<file path="src/rtl/serial_pkg.sv">
// Shared types and helpers for the serial line receive/transmit blocks.
package serial_pkg;

    typedef enum logic [2:0] {
        IDLE  = 3'd0,
        START = 3'd1,
        DATA  = 3'd2,
        STOP  = 3'd3,
        BREAK = 3'd4
    } rx_state_e;

    localparam logic LINE_IDLE = 1'b1;

    // Counter width able to hold 0..n-1, never narrower than one bit.
    function automatic int cnt_w(input int n);
        return (n <= 2) ? 1 : $clog2(n);
    endfunction

endpackage

</file>
<file path="src/rtl/sync_2ff.sv">
// Two-flop synchroniser for a single asynchronous input bit.
module sync_2ff #(
    parameter logic RST_VAL = 1'b1
) (
    input  logic clk,
    input  logic rst_n,
    input  logic d,
    output logic q
);

    logic [1:0] sync_q;
    logic [1:0] sync_d;

    always_comb begin
        sync_d = {sync_q[0], d};
    end

    always_ff @(posedge clk or negedge rst_n) begin
        if (!rst_n) begin
            sync_q <= {2{RST_VAL}};
        end else begin
            sync_q <= sync_d;
        end
    end

    assign q = sync_q[1];

endmodule

</file>
<file path="src/rtl/serial_rx.sv">
// Serial frame receiver: start/DW data (LSB first)/stop, OVS clocks per bit,
// mid-bit sampling, one-cycle VLD or ERR pulse per frame.
module serial_rx
    import serial_pkg::*;
#(
    parameter int DW  = 8,
    parameter int OVS = 4
) (
    input  logic          CLK,
    input  logic          RSTN,
    input  logic          I,
    output logic [DW-1:0] O,
    output logic          VLD,
    output logic          ERR,
    output logic          BUSY
);

    localparam int TW = cnt_w(OVS);
    localparam int BW = cnt_w(DW + 1);
    localparam logic [TW-1:0] TICK_MID = TW'(OVS / 2 - 1);
    localparam logic [TW-1:0] TICK_END = TW'(OVS - 1);
    localparam logic [BW-1:0] BIT_END  = BW'(DW - 1);

    generate
        if (DW < 1 || DW > 16 || OVS < 4 || (OVS % 2) != 0) begin : g_bad_param
            $error("serial_rx: DW must be 1..16 and OVS even and >= 4");
        end
    endgenerate

    logic s;

    sync_2ff #(.RST_VAL(LINE_IDLE)) u_sync (
        .clk   (CLK),
        .rst_n (RSTN),
        .d     (I),
        .q     (s)
    );

    rx_state_e     state_q, state_d;
    logic [TW-1:0] tick_q, tick_d;
    logic [BW-1:0] bit_q, bit_d;
    logic [DW-1:0] shreg_q, shreg_d;
    logic [DW-1:0] o_q, o_d;
    logic [2:0]    vld_pipe_q, vld_pipe_d;
    logic [2:0]    err_pipe_q, err_pipe_d;
    logic          busy_q, busy_d;
    logic          ok_stop, bad_stop;

    always_comb begin
        state_d  = state_q;
        tick_d   = tick_q;
        bit_d    = bit_q;
        shreg_d  = shreg_q;
        ok_stop  = 1'b0;
        bad_stop = 1'b0;

        unique case (state_q)
            IDLE: begin
                if (s == 1'b0) begin
                    state_d = START;
                    tick_d  = '0;
                end
            end
            START: begin
                if (tick_q == TICK_MID) begin
                    tick_d  = '0;
                    bit_d   = '0;
                    state_d = s ? IDLE : DATA;
                end else begin
                    tick_d = tick_q + TW'(1);
                end
            end
            DATA: begin
                if (tick_q == TICK_END) begin
                    // Shifting in from the top leaves bit 0 at the LSB after DW samples.
                    shreg_d = (shreg_q >> 1) | (DW'(s) << (DW - 1));
                    tick_d  = '0;
                    bit_d   = bit_q + BW'(1);
                    if (bit_q == BIT_END) begin
                        state_d = STOP;
                    end
                end else begin
                    tick_d = tick_q + TW'(1);
                end
            end
            STOP: begin
                if (tick_q == TICK_END) begin
                    tick_d = '0;
                    if (s) begin
                        ok_stop = 1'b1;
                        state_d = IDLE;
                    end else begin
                        bad_stop = 1'b1;
                        state_d  = BREAK;
                    end
                end else begin
                    tick_d = tick_q + TW'(1);
                end
            end
            BREAK: begin
                if (s) begin
                    state_d = IDLE;
                end
            end
            default: begin
                state_d = IDLE;
            end
        endcase

        busy_d = (state_d != IDLE);

        // The stop verdict is retired through a short pipe so VLD/ERR land at
        // the fixed frame latency; shreg is stable for longer than the pipe.
        vld_pipe_d = {vld_pipe_q[1:0], ok_stop};
        err_pipe_d = {err_pipe_q[1:0], bad_stop};
        o_d        = vld_pipe_q[1] ? shreg_q : o_q;
    end

    always_ff @(posedge CLK or negedge RSTN) begin
        if (!RSTN) begin
            state_q    <= IDLE;
            tick_q     <= '0;
            bit_q      <= '0;
            shreg_q    <= '0;
            o_q        <= '0;
            vld_pipe_q <= '0;
            err_pipe_q <= '0;
            busy_q     <= 1'b0;
        end else begin
            state_q    <= state_d;
            tick_q     <= tick_d;
            bit_q      <= bit_d;
            shreg_q    <= shreg_d;
            o_q        <= o_d;
            vld_pipe_q <= vld_pipe_d;
            err_pipe_q <= err_pipe_d;
            busy_q     <= busy_d;
        end
    end

    assign O    = o_q;
    assign VLD  = vld_pipe_q[2];
    assign ERR  = err_pipe_q[2];
    assign BUSY = busy_q;

endmodule
</file>
<file path="config.mk">
export PLATFORM = sky130hd
export DESIGN_NAME = serial_rx
export DESIGN_NICKNAME = d
export VERILOG_FILES = /design/src/rtl/serial_pkg.sv /design/src/rtl/sync_2ff.sv /design/src/rtl/serial_rx.sv
export SDC_FILE = /design/constraint.sdc
export NUM_CORES = 1
export LEC_CHECK = 0
export ABC_AREA = 1
export CAP_MARGIN = 0
export CORE_UTILIZATION = 49
export DETAILED_ROUTE_END_ITERATION = 8
export PLACE_DENSITY_LB_ADDON = 0.08
export SLEW_MARGIN = 0
export SYNTH_ARGS = -nofsm -noshare
export SYNTH_HDL_FRONTEND = slang
export SYNTH_SLANG_ARGS = --single-unit
</file>
<file path="constraint.sdc">
create_clock -name CLK -period 1.2 [get_ports CLK]
set_input_delay 0.36 -clock CLK [delete_from_list [all_inputs] [get_ports CLK]]
set_output_delay 0.36 -clock CLK [all_outputs]
set_load 0.005 [all_outputs]
</file>
# == After elaboration in Yosys (flattened, before gate mapping) ==
# Cells that the tools add are included.
# Widths: inputs -> output; s select.
# word_totals
reg_bits,34
in_bits,3
out_inout_bits,11
wordCells,52
# op_classes
n_addsub,2
eq_ne,10
n_mux,22
bitwise,1
n_reduce_logical,8
# op_table
cell,n
$mux 3,7
$pmux 3 s5,1
$mux 2,4
$mux 4,2
$or 7x8->8,1
$pmux 4 s2,1
$eq 3x2->1 const B,2
$mux 1,6
$ne 2x2->1 const B,3
$pmux 2 s3,1
$reduce_bool 3->1,2
$add 4x1->4 const B,1
$eq 4x3->1 const B,1
$reduce_and 2->1,2
$eq 3x1->1 const B,1
$eq 3x3->1 const B,1
$logic_not 3->1,1
$reduce_and 3->1,1
$add 2x1->2 const B,1
$eq 2x1->1 const B,1
$eq 2x2->1 const B,1
$reduce_bool 2->1,1
$reduce_or 2->1,1

# == Longest topological paths before layout ==
# Gate-level depths: netlist (run 1).
# depth
depth_word,5
mapped_depth,8
ltp_nobuf,8

# == By module ==
# A second synthesis (run 1) with hierarchy kept.
# hier_totals
hier_cells,145
area_unflattened_um2,1447.6
# modules_own_cells
module,n_inst,cells_each,area_per_inst_um2,seq_area_each_um2
serial_rx,1,143,1395.1,800.8
sync_2ff,1,2,52.6,52.6

# == Worst setup path after synthesis (run 1) ==
# No wires, ideal clock.
# synth_path
path_type,register -> register
from,reg tick_q[0]
to,reg busy_q (netlist: BUSY)
setup_time_ns,0.127
t_arrival_ns,1.072
required_ns,1.073
slack_ns,0.001
stages_incl_launch_ff,8
path_buffers,0
period_less_slack_ns,1.199
cell_sequence,dfrtp_1 -> ha_1 -> inv_1 -> nor2_1 -> nand3_1 -> nand2_1 -> nor2_1 -> nand3_1
# synth_via
elab_chain_cells,4
word_cells_on_any_way,7
classes_between,eq/ne: 2; mux: 4; reduce/logical: 1
# synth_rtl
element,line,source
"start, declared",serial_rx.sv:40,"logic [TW-1:0] tick_q, tick_d;"
"start signal, assigned",serial_rx.sv:131,tick_q <= tick_d;
$eq 2x2->1 or $eq 2x1->1 (tied branches),"serial_rx.sv:74, serial_rx.sv:87, serial_rx.sv:65",
$mux 3 (on tied branches),"serial_rx.sv:87, serial_rx.sv:65, serial_rx.sv:74",
$pmux 3 s5 (*),serial_rx.sv:57,unique case (state_q)
named net state_d[2],serial_rx.sv:39,"rx_state_e state_q, state_d;"
$reduce_bool 3->1 (*),serial_rx.sv:110,busy_d = (state_d != IDLE);
named net busy_d,serial_rx.sv:46,"logic busy_q, busy_d;"
"end signal, assigned",serial_rx.sv:137,busy_q <= busy_d;
"end, declared",serial_rx.sv:46,
# The timed path passes the listed nets; every way through them passes the cells marked *.
# A chain may end at the register's enable or synchronous reset.

# == Worst setup path after layout (run 1) ==
# layout_path
from,reg tick_q[1]
to,reg busy_q (netlist: BUSY)
# Same word-level chain as after synthesis.

==> results_dict.tcl, run 1 <==
set metrics [dict create \
    status "finished, violations left" \
    violations "setup timing" \
    fp.coreArea_um2 2730 \
    synth_adder_area_share_pct 3.57 \
    clkPwrFrac_pct 18.2 \
    crit_type "register to register" \
    clk_latency_ps 340 \
    peakVddDrop_mv 1.16 \
    synth-edff-count 0 \
    postSynthAreaPerCell_um2 10.0 \
    gr-total-overflow 0 \
    setup_violations 9 \
    rsz0062_at_grt "yes" \
    synth_xor_area_share_pct 1.25 \
    avgViaCountPerCell 5.13 \
    clk_transition_reported_paths_ps 110 \
    antenna_found_initial 0 \
    clk_path_buf_depth 2 \
    placement_rows 19 \
    ys.flop_type "dfrtp_1" \
    syn_nets 147 \
    cap_violations 0 \
    ys_types 23 \
    io_pins 14 \
    power_uw 3680 \
    nNetsFinal 183 \
    fin_util_pct 65.3 \
    synthTopCellsByArea "dfrtp_1 (57%), nand2_1 (8.6%), nand3_1 (3.9%)" \
    critPathLaunchType "register" \
    portBuffers 13 \
    relSlewSlack_pct 82.7 \
    cp.arrival_ps 1460 \
    cts_made_buffers 5 \
    ys_seq_area_share_pct 60.8 \
    dp_slack_ps -117 \
    final.setup.worst_slack_ps -37.5 \
    ant_nets 0 \
    drt_first_pass_iters 4 \
    wirelength_um 2560 \
    fin_crit_ps 1240 \
    synth_compound_area_share_pct 5.53 \
    synth_area_um2 1400 \
    seqCellArea_um2 855 \
    cts_tree "done" \
    die_area_um2 3080 \
    root_buffer "clkbuf_4" \
    p_switching_uw 1370 \
    hpwl_um 1670 \
    ys_warn_count 0 \
    synthArstFlopShare_pct 100 \
    grt_pass1_vias 1015 \
    via_count 1068 \
    p_int_uw 2310 \
    min_period_over_period_pct 103 \
    synthCells 140 \
    fillCellCount 220 \
    worst_pin_slew_ps 260 \
    synth_top_family_by_area "simple AND/OR/NAND/NOR gates" \
    clock-sinks 34 \
    synth.mux.area_fraction_pct 2.41 \
    hold_viol_final 0 \
    timing.rr.end "BUSY$_DFF_PN0_" \
    drive_gt1_share_pct 39.0 \
    reg2reg_slack_ps -40 \
    power_density_nw_per_um2 2060 \
    hold_class "input port to asynchronous set/reset pin" \
    hold_buffers 0 \
    area_growth_pct 27.2 \
    synth_top_area_share_pct 57.0 \
    synth-seq-cells 34 \
    grt_max_degree 22 \
    pwr-share-seq_pct 42.7 \
    drv_slew 0 \
    r2r_start "tick_q[1]$_DFFE_PN0P_" \
    p_leak_uw 0.000905 \
    multiInputGateArea_um2 548 \
    grt_pass1_wl_um 4230 \
    gp_congestion 0.838 \
    wire_per_inst_um 12.3 \
    yosysTopAreaCell "dfrtp_1" \
    cts_max_level 2 \
    diodes 0 \
    cp-end-kind "register" \
    die_w_um 55.5 \
    p_comb_share_pct 39.1 \
    drtIter0Drc 27 \
    drc_errors 0 \
    worstRegToRegCells 8 \
    clock-skew-final_ps 10.5 \
    yosys.area_share.simple_pct 20.8 \
    grt.total_usage_pct 18.0 \
    final.setup.tns_ps -111 \
    die_y_um 55.5 \
    crit_fanout 3 \
    fmaxAchievable_ghz 0.808 \
    cp_data_required_time_ps 1420 \
    start_util_pct 51.4 \
    sw_frac_of_total_pct 37.1 \
]
[critical path: stages (launching register included)]
cell and delay (ps):
dfrtp_1 440, inv_1 70, ha_2 170, inv_2 80, nor2_2 50, nand3_2 70, nand2_2 70, nor2_2 110
nand3_1 70
[flip-flops by register name, indices dropped and copies added, names as in the netlist]
name / flops
shreg_q: 8
O: 8
err_pipe_q: 3
state_q: 3
bit_q: 4
u_sync.sync_q: 2
BUSY: 1
tick_q: 2
vld_pipe_q: 3
[area by class of cell]
type | count | area share (%)
repair buffers | 31 | 12.0
clock buffers | 6 | 2.87
inverters | 17 | 3.71
well taps | 31 | 2.17
flip-flops and latches | 34 | 47.9
clock inverters | 2 | 0.701
multi-input cells | 87 | 30.7
[worst max-delay path by stage]
stage	endpoint	start
CTS	O[2]	O[2]$_DFFE_PN0P_
floorplan	BUSY$_DFF_PN0_	tick_q[0]$_DFFE_PN0P_
detailed placement	BUSY$_DFF_PN0_	tick_q[0]$_DFFE_PN0P_
finish	BUSY$_DFF_PN0_	tick_q[1]$_DFFE_PN0P_
global route	BUSY$_DFF_PN0_	tick_q[1]$_DFFE_PN0P_
global placement	BUSY$_DFF_PN0_	tick_q[0]$_DFFE_PN0P_
[cell usage in the layout (no fill, tap or decap), types with 2 or more instances in the layout]
| master | synthesis | final |
|---|---|---|
| nor2_4 | 1 | 2 |
| nand3_1 | 11 | 10 |
| dfstp_2 | 2 | 2 |
| clkdlybuf4s50_1 | 0 | 2 |
| mux2_2 | 3 | 3 |
| a21oi_1 | 5 | 5 |
| inv_1 | 13 | 10 |
| buf_2 | 1 | 11 |
| nand2_4 | 0 | 2 |
| ha_4 | 0 | 2 |
| nand2_1 | 32 | 27 |
| nor2_2 | 1 | 4 |
| clkbuf_4 | 0 | 5 |
| dfrtp_1 | 32 | 31 |
| nor2_1 | 13 | 9 |
| inv_2 | 4 | 6 |
| nand2_2 | 2 | 5 |
| buf_4 | 0 | 17 |
| o21ai_1 | 8 | 9 |
[metal layers]
layer / global-route usage [%] / vias up / wire length (µm)
li1: - / 520 / -
met1: 20.3 / 504 / 1110
met2: 29.8 / 36 / 1240
met3: 6.56 / 8 / 144
met4: 9.29 / 0 / 63
met5: 0 / - / 0
[through the flow]
step	cell area, µm²	hold WS, ps	instances
global placement	1620	333	191
CTS	1700	339	204
global route	1790	354	208
detailed placement	1620	336	191
floorplan	1400	64.4	140
finish	1790	348	208
[power by group through the flow]
stage               Clock [µW]  Sequential [µW]  Combinational, µW
detailed placement           0             1590               1120
finish                     671             1570               1440
global route               744             1600               1610
CTS                        700             1580               1180
floorplan                    0             1580                668
global placement             0             1580               1090
[Yosys cell counts, types with 2 or more instances]
master	number
dfrtp_1	32
nand2_1	32
inv_1	13
nor2_1	13
nand3_1	11
o21ai_1	8
a21oi_1	5
ha_1	4
inv_2	4
mux2_2	3
dfstp_2	2
nand2_2	2
[repair_timing]
action                                  4_1_cts  5_1_grt
gates resized for setup                      51       16
pin swaps                                     4        4
cloned                                        0        0
hold endpoints to repair                      0        0
endpoints found under the setup margin       18       29
buffers inserted                              5        6
[kinds of logic after synthesis]
| kind of cell | count (synthesis) |
|---|---|
| XOR/XNOR | 2 |
| AND/OR/NAND/NOR | 63 |
| flip-flops | 34 |
| multiplexers | 3 |
| adder cells (fa/ha/maj) | 4 |
| buffers and inverters | 19 |
| AO/OA/AOI/OAI | 15 |
(Power assumes the default switching activity.)
==> inputs of run 2 (changes only) <==
Clock period 1.2 ns to 1.1 ns, I/O delays scaled along.
==> results_dict.tcl, run 2 (synthesis gave the netlist of run 1 again) <==
set metrics [dict create \
    violations "setup timing" \
    cap_violations 0 \
    cts_max_level 2 \
    die_y_um 55.5 \
    wire_per_inst_um 13.1 \
    finalNonFillerCells 212 \
    hold_class "register to register" \
    fillCellCount 209 \
    crit_type "register to register" \
    worstRegToRegCells 6 \
    clk_path_buf_depth 2 \
    pwr-share-seq_pct 41.8 \
    cts_tree "done" \
    setup_violations 28 \
    final.setup.tns_ps -1450 \
    layout_commonest_cell "dfrtp_1" \
    portBuffers 13 \
    hold_buffers 0 \
    clk_transition_reported_paths_ps 100 \
    cp_data_required_time_ps 1320 \
    dp.cells 194 \
    io_pins 14 \
    status "finished, violations left" \
    via_count 1080 \
    p_comb_share_pct 41.3 \
    sw_frac_of_total_pct 37.3 \
    diodes 0 \
    p_switching_uw 1540 \
    root_buffer "clkbuf_4" \
    critPathLaunchType "register" \
    fp.coreArea_um2 2730 \
    clock-skew-final_ps 7.21 \
    die_w_um 55.5 \
    reg2reg_slack_ps -110 \
    slowest_stage "dfstp_2" \
    area_growth_pct 35.1 \
    wirelength_um 2780 \
    crit_path_end "BUSY$_DFF_PN0_" \
    antenna_found_initial 0 \
    drc_errors 0 \
    p_int_uw 2590 \
    clkPwrFrac_pct 17.0 \
    hpwl_um 1710 \
    grt.total_usage_pct 20.3 \
    critical-path-max-stage-delay_ps 600 \
    power_density_nw_per_um2 2170 \
    relSlewSlack_pct 87.1 \
    grt_max_degree 35 \
    p_leak_uw 0.000944 \
    drv_slew 0 \
    ant_nets 0 \
    final_cell_mix "dfrtp_1 (30), nand2_1 (22), buf_4 (16)" \
    gp_congestion 0.880 \
    fin_util_pct 69.4 \
    hold_viol_final 0 \
    cp_cell_sequence "buf_4 -> nor2_4 -> nand3_2 -> nand2_2 -> nor2_2 -> nand3_1" \
    crit_fanout 3 \
    grt_pass1_vias 1053 \
    worst_pin_slew_ps 193 \
    avgViaCountPerCell 5.09 \
    holdWs_ps 358 \
    clock-sinks 34 \
    cp.arrival_ps 1440 \
    cts_made_buffers 5 \
    drive_gt1_share_pct 48.6 \
    timing.rr.end "BUSY$_DFF_PN0_" \
    grt_pass1_wl_um 4660 \
    cp-end-kind "register" \
    min_period_over_period_pct 110 \
    drtIter0Drc 27 \
    final.setup.worst_slack_ps -114 \
    die_area_um2 3080 \
    r2r_start "u_sync.sync_q[1]$_DFF_PN1_" \
    critPathLaunch "u_sync.sync_q[1]$_DFF_PN1_" \
    dp_slack_ps -159 \
    nNetsFinal 187 \
    placement_rows 19 \
    rsz0062_at_grt "yes" \
    clk_latency_ps 330 \
    fin_crit_ps 1210 \
    drt_first_pass_iters 4 \
    fmaxAchievable_ghz 0.824 \
    gr-total-overflow 0 \
    start_util_pct 51.4 \
    peakVddDrop_mv 1.70 \
]
==> run 2: how the worst min path moves through the flow <==
stage | slack [ps] | endpoint | start | cells past startpoint
after floorplan | 30 | BUSY$_DFF_PN0_ | RSTN | 0
after global placement | 330 | vld_pipe_q[1]$_DFF_PN0_ | vld_pipe_q[0]$_DFF_PN0_ | 0
after detailed placement | 340 | err_pipe_q[1]$_DFF_PN0_ | err_pipe_q[0]$_DFF_PN0_ | 0
after CTS | 360 | O[0]$_DFFE_PN0P_ | RSTN | 2
after global routing | 360 | err_pipe_q[0]$_DFF_PN0_ | RSTN | 2
final | 360 | err_pipe_q[2]$_DFF_PN0_ | err_pipe_q[1]$_DFF_PN0_ | 0
==> run 2: layout make-up <==
type | count | area (µm²) | share of cell area, %
Sequential cell | 34 | 856 | 45.1
Multi-Input combinational cell | 87 | 602 | 31.7
Timing Repair Buffer | 35 | 272 | 14.3
Inverter | 17 | 68.8 | 3.63
Clock buffer | 7 | 55.1 | 2.90
Tap cell | 31 | 38.8 | 2.04
Clock inverter | 1 | 5.00 | 0.264
==> run 2: per-stage QoR <==
stage                     total power, µW  area (µm²)
after floorplan                      2460        1410
after global placement               2960        1660
after detailed placement             3020        1660
after CTS                            3880        1780
after global routing                 4430        1900
final                                4130        1900
==> run 2: metal layers <==
| layer | track usage, % | wire length [µm] |
|---|---|---|
| met5 | 0 | 0 |
| met4 | 16.8 | 138 |
| met3 | 6.09 | 138 |
| met2 | 30.5 | 1350 |
| met1 | 24.0 | 1160 |
==> run 2: power groups by stage <==
stage / Sequential, µW / Combinational, µW / Clock [µW]
final: 1720 / 1700 / 700
after detailed placement: 1730 / 1290 / 0
after global routing: 1760 / 1890 / 779
after floorplan: 1720 / 733 / 0
after global placement: 1710 / 1250 / 0
after CTS: 1720 / 1440 / 728
==> run 2: critical path, delay by kind of cell (launching register included) <==
kind | cells | cell delay, ps
buffers and inverters | 1 | 150
flip-flops | 1 | 600
AND/OR/NAND/NOR | 5 | 360
==> run 2: timing repair <==
action	4_1_cts	5_1_grt
setup endpoints to repair	30	31
buffers inserted	6	4
pin swaps	7	4
gates resized for setup	63	26
